==> src/rtl/debounce_pkg.sv <==
// debounce_pkg
//   Shared types and helpers for the button debouncer.
//   deb_state_e : per-channel debounce FSM state
//   cnt_width() : width of the persistence counter for a given cycle count
package debounce_pkg;

   typedef enum logic [1:0] {
      ST_LO   = 2'd0,
      WAIT_HI = 2'd1,
      ST_HI   = 2'd2,
      WAIT_LO = 2'd3
   } deb_state_e;

   // Counter must hold values up to max_count; never narrower than 1 bit.
   function automatic int cnt_width(input int max_count);
      int w;
      w = $clog2(max_count + 1);
      return (w < 1) ? 1 : w;
   endfunction

endpackage

==> src/rtl/debounce_channel.sv <==
// debounce_channel
//   One debounced input: SYNC_STAGES-deep synchronizer, persistence FSM with
//   an up-counter, registered level output and one-cycle edge pulses.
//
//   clk     : clock for all logic
//   arst    : asynchronous active-high reset
//   ena     : sample enable; FSM and counter advance only while 1
//   din     : raw asynchronous level
//   dout    : debounced level
//   rising  : one-cycle pulse when dout goes 0->1
//   falling : one-cycle pulse when dout goes 1->0
//
//   state   | meaning
//   --------+---------------------------------------------------------
//   ST_LO   | settled low, watching for a high sample
//   WAIT_HI | high seen, counting consecutive enabled high samples
//   ST_HI   | settled high, watching for a low sample
//   WAIT_LO | low seen, counting consecutive enabled low samples
module debounce_channel
   import debounce_pkg::*;
#(
   parameter int SYNC_STAGES     = 2,
   parameter int DEBOUNCE_CYCLES = 4
) (
   input  logic clk,
   input  logic arst,
   input  logic ena,
   input  logic din,
   output logic dout,
   output logic rising,
   output logic falling
);

   localparam int               CNT_W   = cnt_width(DEBOUNCE_CYCLES);
   localparam logic [CNT_W-1:0] CNT_ONE = CNT_W'(1);
   localparam logic [CNT_W-1:0] CNT_TC  = CNT_W'(DEBOUNCE_CYCLES - 1);
   // A single agreeing sample is enough: skip the wait states entirely.
   localparam bit               DIRECT  = (DEBOUNCE_CYCLES == 1);

   logic [SYNC_STAGES-1:0] sync_q;
   logic [SYNC_STAGES-1:0] sync_d;
   logic                   sync_lvl;

   deb_state_e             state_q;
   deb_state_e             state_d;
   logic [CNT_W-1:0]       cnt_q;
   logic [CNT_W-1:0]       cnt_d;

   logic                   out_q;
   logic                   out_d;
   logic                   rise_q;
   logic                   rise_d;
   logic                   fall_q;
   logic                   fall_d;

   // Synchronizer runs every cycle; ena only gates the FSM.
   always_comb begin
      sync_d = {sync_q[SYNC_STAGES-2:0], din};
   end

   assign sync_lvl = sync_q[SYNC_STAGES-1];

   always_ff @(posedge clk or posedge arst) begin
      if (arst) begin
         sync_q <= '0;
      end else begin
         sync_q <= sync_d;
      end
   end

   // State register
   always_ff @(posedge clk or posedge arst) begin
      if (arst) begin
         state_q <= ST_LO;
         cnt_q   <= '0;
      end else begin
         state_q <= state_d;
         cnt_q   <= cnt_d;
      end
   end

   // Next-state logic. The counter holds the number of consecutive enabled
   // samples of the new level seen so far; the sample that finds it at
   // DEBOUNCE_CYCLES-1 is the last one needed, so the count tops out there.
   always_comb begin
      state_d = state_q;
      cnt_d   = cnt_q;
      if (ena) begin
         case (state_q)
            ST_LO: begin
               if (sync_lvl) begin
                  if (DIRECT) begin
                     state_d = ST_HI;
                     cnt_d   = '0;
                  end else begin
                     state_d = WAIT_HI;
                     cnt_d   = CNT_ONE;
                  end
               end
            end
            WAIT_HI: begin
               if (!sync_lvl) begin
                  state_d = ST_LO;
                  cnt_d   = '0;
               end else if (cnt_q == CNT_TC) begin
                  state_d = ST_HI;
                  cnt_d   = '0;
               end else begin
                  cnt_d = cnt_q + CNT_ONE;
               end
            end
            ST_HI: begin
               if (!sync_lvl) begin
                  if (DIRECT) begin
                     state_d = ST_LO;
                     cnt_d   = '0;
                  end else begin
                     state_d = WAIT_LO;
                     cnt_d   = CNT_ONE;
                  end
               end
            end
            WAIT_LO: begin
               if (sync_lvl) begin
                  state_d = ST_HI;
                  cnt_d   = '0;
               end else if (cnt_q == CNT_TC) begin
                  state_d = ST_LO;
                  cnt_d   = '0;
               end else begin
                  cnt_d = cnt_q + CNT_ONE;
               end
            end
            default: begin
               state_d = ST_LO;
               cnt_d   = '0;
            end
         endcase
      end
   end

   // Output logic: the debounced level is a function of the next state, so
   // out, rising and falling all change on the same edge as the state.
   always_comb begin
      out_d  = (state_d == ST_HI) || (state_d == WAIT_LO);
      rise_d = out_d & ~out_q;
      fall_d = ~out_d & out_q;
   end

   always_ff @(posedge clk or posedge arst) begin
      if (arst) begin
         out_q  <= 1'b0;
         rise_q <= 1'b0;
         fall_q <= 1'b0;
      end else begin
         out_q  <= out_d;
         rise_q <= rise_d;
         fall_q <= fall_d;
      end
   end

   assign dout    = out_q;
   assign rising  = rise_q;
   assign falling = fall_q;

endmodule

==> src/rtl/button_debounce.sv <==
// button_debounce
//   WIDTH independent debounced inputs sharing one clock, reset and enable.
//
//   clk     : clock for all logic
//   arst    : asynchronous active-high reset
//   ena     : sample-rate enable for the debounce FSMs and counters
//   in      : raw asynchronous button/switch levels
//   out     : debounced levels
//   rising  : one-cycle pulse per channel on each 0->1 change of out
//   falling : one-cycle pulse per channel on each 1->0 change of out
module button_debounce
   import debounce_pkg::*;
#(
   parameter int WIDTH           = 6,
   parameter int SYNC_STAGES     = 2,
   parameter int DEBOUNCE_CYCLES = 1250000
) (
   input  logic             clk,
   input  logic             arst,
   input  logic             ena,
   input  logic [WIDTH-1:0] in,
   output logic [WIDTH-1:0] out,
   output logic [WIDTH-1:0] rising,
   output logic [WIDTH-1:0] falling
);

   if (SYNC_STAGES < 2) begin : g_bad_sync
      $fatal(1, "button_debounce: SYNC_STAGES must be >= 2");
   end

   if (DEBOUNCE_CYCLES < 1) begin : g_bad_cycles
      $fatal(1, "button_debounce: DEBOUNCE_CYCLES must be >= 1");
   end

   for (genvar i = 0; i < WIDTH; i++) begin : g_ch
      debounce_channel #(
         .SYNC_STAGES     (SYNC_STAGES),
         .DEBOUNCE_CYCLES (DEBOUNCE_CYCLES)
      ) u_ch (
         .clk     (clk),
         .arst    (arst),
         .ena     (ena),
         .din     (in[i]),
         .dout    (out[i]),
         .rising  (rising[i]),
         .falling (falling[i])
      );
   end

endmodule

==> config.mk <==
export PLATFORM = sky130hd
export DESIGN_NAME = button_debounce
export DESIGN_NICKNAME = d
export VERILOG_FILES = /design/src/rtl/debounce_pkg.sv /design/src/rtl/debounce_channel.sv /design/src/rtl/button_debounce.sv
export SDC_FILE = /design/constraint.sdc
export NUM_CORES = 1
export LEC_CHECK = 0
export BUFFER_PORTS_ARGS = -buffer_cell sky130_fd_sc_hd__buf_2
export CAP_MARGIN = 20
export CORE_MARGIN = 3
export CORE_UTILIZATION = 67
export DETAILED_ROUTE_END_ITERATION = 12
export PLACE_DENSITY = 0.95
export SYNTH_ARGS = -nofsm -noshare
export SYNTH_HDL_FRONTEND = slang
export SYNTH_SLANG_ARGS = --single-unit
==> constraint.sdc <==
create_clock -name clk -period 8.98 [get_ports clk]
set_input_delay 0.898 -clock clk [delete_from_list [all_inputs] [get_ports clk]]
set_output_delay 0.898 -clock clk [all_outputs]
set_load 0.01 [all_outputs]
After elaboration in Yosys (flattened, before gate mapping)
Index checks and enable logic that the tools add are counted.
- reduce and logical (&&, ||, !) cells: 18
- bitwise logic cells: 24
- mux-type cells: 84
- equal/unequal tests: 48
- add/subtract/negate cells: 6
- operators by type and width (kind ; count):
    2-to-1 mux 21 bit ; 30
    case mux 21 bit (4 select lines) ; 6
    adder 21 x 1 -> 21 bit, second input constant ; 6
    == test 21 bit, second input constant ; 6
    2-to-1 mux 2 bit ; 42
    == test 2 bit, second input constant ; 24
    case mux 2 bit (4 select lines) ; 6
    AND reduction 3 bit ; 6
    AND 1 bit ; 12
    == test 2 x 1 -> 1 bit, second input constant ; 6
    zero test 2 bit ; 6
    inequality test 2 x 1 -> 1 bit, second input constant ; 6
    inequality test 2 bit, second input constant ; 6
    inverter 1 bit ; 12
    logical OR 1 bit ; 6
- register bits: 168
- input port bits: 9

Longest topological paths before layout
- depth after elaboration: 9
- gate-level depth with buffers: 8
- depth with buffers taken out: 6

Modules after synthesis
Synthesis repeated with hierarchy kept, for this count alone.
- cells, all modules: 885
- area, all modules: 8803.4 µm²
- modules (own cells, without submodules) (module ; instances ; cells each ; seq. area each (µm²) ; area an instance (µm²)):
    debounce_channel (g_ch[0].u_ch ...) ; 5 ; 146 ; 700.7 ; 1462.7
    debounce_channel (g_ch[5].u_ch) ; 1 ; 155 ; 700.7 ; 1490.2

Least setup slack after synthesis
No wires, ideal clock.
- kind: in2reg
- start: in ena
- end: reg g_ch[3].u_ch.cnt_q[15]
- library setup time: 0.082 ns
- arrival: 2.125 ns
- required time: 8.898 ns
- cell stages on the path: 8
- slack: 6.773 ns
- path buffers: 3
- cells stage by stage: clkbuf_1 nand2_1 nor2b_1 o21a_1 clkbuf_1 clkbuf_1 a21oi_1 a31oi_1
- word-level cells in the longest chain between the ends: 1
- ends and longest elaborated chain (element ; RTL line ; text):
    from (decl) ; button_debounce.sv:20 ; input logic ena,
    AND reduction 3 bit (no source line) ; -- ;
    to (signal assigned) ; debounce_channel.sv:78 ; cnt_q <= cnt_d;
    to (decl) ; debounce_channel.sv:46 ; logic [CNT_W-1:0] cnt_q;
Every way passes these cells.
A chain may end at the register's enable or synchronous reset.

Final worst setup path
- start: in ena
- end: reg g_ch[3].u_ch.cnt_q[2]
The elaborated chain is that of the path after synthesis.

==> flow_summary_export.csv <==
group,metric,value,unit
status,outcome,"finished clean",
final_layout,finalNonFillerCells,1139,
yosys,muxShareOfSynthArea,0.0154,
timing,setup_violations,0,
grt,grt_pass1_wl,33600,um
yosys,avgSynthCellArea,9.24,sq um
clocking,numCtsBuffers,17,
flow_run,maxCapViolCount,0,
detailed_routing,vias,7534,
clocking,cts_setup_buffers,0,
pwr,vdd_drop_max,233,uV
yosys,synth_top_flop_cell,"dfrtp_1",
yosys,syn_nets,975,
clocking,clock_latency,0.43,ns
detailed_routing,wl_per_cell,17.4,um
critical_path,cp-endpoint,"g_ch[3].u_ch.cnt_q[2]",
pwr,p_leak,4.13,nW
final_layout,diodes,0,
floorplan,row_count,41,
final_layout,area_growth,7.00,%
yosys,synthSimpleGateAreaFrac,0.245,
yosys,netlist_top_cells_area,"dfrtp_1, nand2_1, a31oi_1",
pwr,seqPwrFrac,0.510,
detailed_routing,routed_wl,19800,um
grt,grt_use_met2,0.454,
yosys,synth_top_family_by_area,"simple AND/OR/NAND/NOR gates",
floorplan,dieWidth,121,um
timing,hold_ws,0.346,ns
critical_path,critPathLaunch,"ena",
grt,globalRouteOverflowTotal,0,
place,place_inst,1105,
yosys,synthAdderAreaFrac,0.00847,
critical_path,reg2reg_depth,6,
detailed_routing,drtPass1Iterations,7,
timing,fin_setup_tns,0,ns
final_layout,drive_gt1_frac,0.0920,
clocking,clk_pin_slew_worst_paths,0.06,ns
min_path,hold_path_class,"flop to flop",
critical_path,end_kind,"flop",
yosys,synth_xor_xnor_area_share,0.0286,
pwr,p_int,1.19,mW
timing,hold_viol_final,0,
timing,period_minus_slack,3.07,ns
critical_path,crit_required,9.30,ns
place,io_buffer_count,26,
critical_path,reg2reg_from,"g_ch[5].u_ch.cnt_q[13]",
detailed_routing,vias_per_cell,6.61,
critical_path,r2r_slack,6.48,ns
yosys,syn_inst,960,
floorplan,dieArea,14700,sq um
grt,gr-usage-met1,0.379,
detailed_routing,drcViolationCount,0,
timing,period_share,0.342,
grt,grt_util_met3,0.0606,
floorplan,die_h,121,um
clocking,cts.htree.levels,4,
clocking,clock_sinks,168,
clocking,cts_resized,0,
yosys,ys_async_sr_fraction,1.00,
timing,fmax,326,MHz
clocking,cts_buffer_depth,2,
grt,gr-max-usage-layer,"met2",
yosys,yosysTopAreaCellShare,0.474,
final_layout,fin_nets,969,
timing,rsz0062_at_grt,"false",
floorplan,core-area,12800,sq um
clocking,postCtsHoldBufs,0,
critical_path,critPathMaxFanout,43,
clocking,cts_tree,"done",
yosys,netlist_area,8870,sq um
clocking,cts_root_buf,"clkbuf_16",
place,gp_congestion,0.903,
timing,worst_clock_skew,0.00554,ns
grt,grt_util_all_layers,0.283,
timing,relSlewSlack,0.296,
critical_path,worstPathArrival,3.39,ns
place,hpwl,12700,um
floorplan,initial_core_util,0.694,
yosys,synth_warnings,0,
detailed_routing,ant_nets,0,
yosys,synth_compound_gate_area_share,0.176,
critical_path,worst_setup_path_start_kind,"input port",
critical_path,crit_type,"input port to flop",
timing,worst_slew_pin_slew,1.05,ns
floorplan,io_pins,27,
grt,grt_pass1_vias,7112,
grt,antenna_found_initial,0,
detailed_routing,drt_iter0_drc,901,
yosys,synth_cell_types,69,
timing,drv_slew,0,
pwr,power_frac_comb,0.078,
pwr,clockPowerShare,0.412,
pwr,p_switching,0.408,mW
yosys,yosys_register_bits,168,
critical_path,r2r_end,"g_ch[5].u_ch.cnt_q[18]",
yosys,synth_area_leader_cell,"dfrtp_1",
yosys,synth-edff-count,0,
grt,grt_max_degree,109,
pwr,powerDensity,169,nW/um^2
pwr,p_sw_frac,0.254,
yosys,yosysSeqAreaShare,0.474,
## how the worst min path moves through the flow
stage                           start                     end  slack, ns  depth (start not counted)
2_1_floorplan  g_ch[0].u_ch.sync_q[0]  g_ch[0].u_ch.sync_q[1]       0.33                          0
3_3_place_gp   g_ch[5].u_ch.sync_q[0]  g_ch[5].u_ch.sync_q[1]       0.33                          0
3_5_place_dp   g_ch[0].u_ch.sync_q[0]  g_ch[0].u_ch.sync_q[1]       0.34                          0
4_1_cts        g_ch[4].u_ch.sync_q[0]  g_ch[4].u_ch.sync_q[1]       0.35                          0
5_1_grt        g_ch[4].u_ch.sync_q[0]  g_ch[4].u_ch.sync_q[1]       0.36                          0
6_report       g_ch[1].u_ch.sync_q[0]  g_ch[1].u_ch.sync_q[1]       0.35                          0
## layout make-up
type | count | area (sq um)
sequential | 168 | 4200
multi-input combinational | 695 | 4200
fill | 848 | 3280
clock buffer | 23 | 478
tap | 172 | 215
timing repair buffer | 36 | 205
inverter | 36 | 140
clock inverter | 9 | 50.0
## flip-flops by register name, summed over array words and instances, names as in the netlist
register and flops:
g_ch.u_ch.rising 6, g_ch.u_ch.dout 6, g_ch.u_ch.sync_q 12, g_ch.u_ch.state_q 12
g_ch.u_ch.cnt_q 126, g_ch.u_ch.falling 6
## cell families (layout without fill, tap and decap cells)
group,after synthesis,in the layout
simple gates,409,409
compound gates,238,238
flops,168,168
buf+inv,97,104
xor+xnor,29,29
mux,13,13
fa+ha+maj,6,6
## worst max-delay path: stages
cell and delay (ns):
buf_2 0.51, inv_1 0.45, nor2_1 0.92, o21ai_0 0.28, a22o_1 0.30
## cell usage in the layout (no fill, tap or decap), types with 6 or more instances in the layout
cell type  synthesis  final
nor4b_1            6      6
inv_1             36     35
nand4_1           37     37
o21ai_0           53     53
ha_1               6      6
nor2_1            80     80
dfrtp_1          168    168
a22o_1            29     29
xnor2_1           17     17
or4_1              9      9
nor3_1            28     28
and2_1            13     13
a21oi_1           43     43
or3_1             12     12
and3_1            16     16
nand2_1           90     90
and4_1             8      8
buf_2              4     26
nor4_1            16     16
a41oi_1            7      7
mux2i_1           11     11
o21ai_1            6      6
nand2b_1           8      8
clkinv_2           0      7
xor2_1            12     12
buf_4             18     10
nor2b_1            8      8
nand3_1           54     54
a21o_1            11     11
clkbuf_16          0     17
a31oi_1           49     49
## through the flow
step / setup WS [ns] / power [mW] / utilization / instance area (sq um)
after floorplan: 3.54 / 0.914 / - / 8870
after global placement: 5.68 / 0.940 / 0.700 / 8950
after detailed placement: 5.51 / 0.951 / 0.700 / 8950
after CTS: 5.96 / 1.61 / 0.742 / 9470
after global routing: 5.73 / 1.66 / 0.743 / 9490
final: 5.91 / 1.60 / 0.743 / 9490
## synthesized netlist by cell type (6+ instances only)
library cell    n
nor2b_1         8
xor2_1         12
o21ai_0        53
nand2b_1        8
nand4_1        37
a31oi_1        49
clkbuf_1       33
mux2i_1        11
nor3_1         28
buf_4          18
a21o_1         11
a41oi_1         7
nor2_1         80
inv_1          36
and4_1          8
a22o_1         29
and3_1         16
or3_1          12
nor4b_1         6
o21ai_1         6
xnor2_1        17
dfrtp_1       168
or4_1           9
nor4_1         16
and2_1         13
nand2_1        90
nand3_1        54
a21oi_1        43
ha_1            6
## routing by layer
layer	wire length, um	vias up
met5	0	-
met4	452	0
met3	1240	50
met2	9700	313
met1	8430	3670
li1	-	3501
## power groups by stage
stage,sequential [mW],clock [mW],combinational [mW]
2_1_floorplan,0.817,0,0.0963
3_3_place_gp,0.825,0,0.115
3_5_place_dp,0.828,0,0.123
4_1_cts,0.815,0.667,0.124
5_1_grt,0.819,0.700,0.143
6_report,0.816,0.660,0.126
Power figures use the tool's default switching activity.
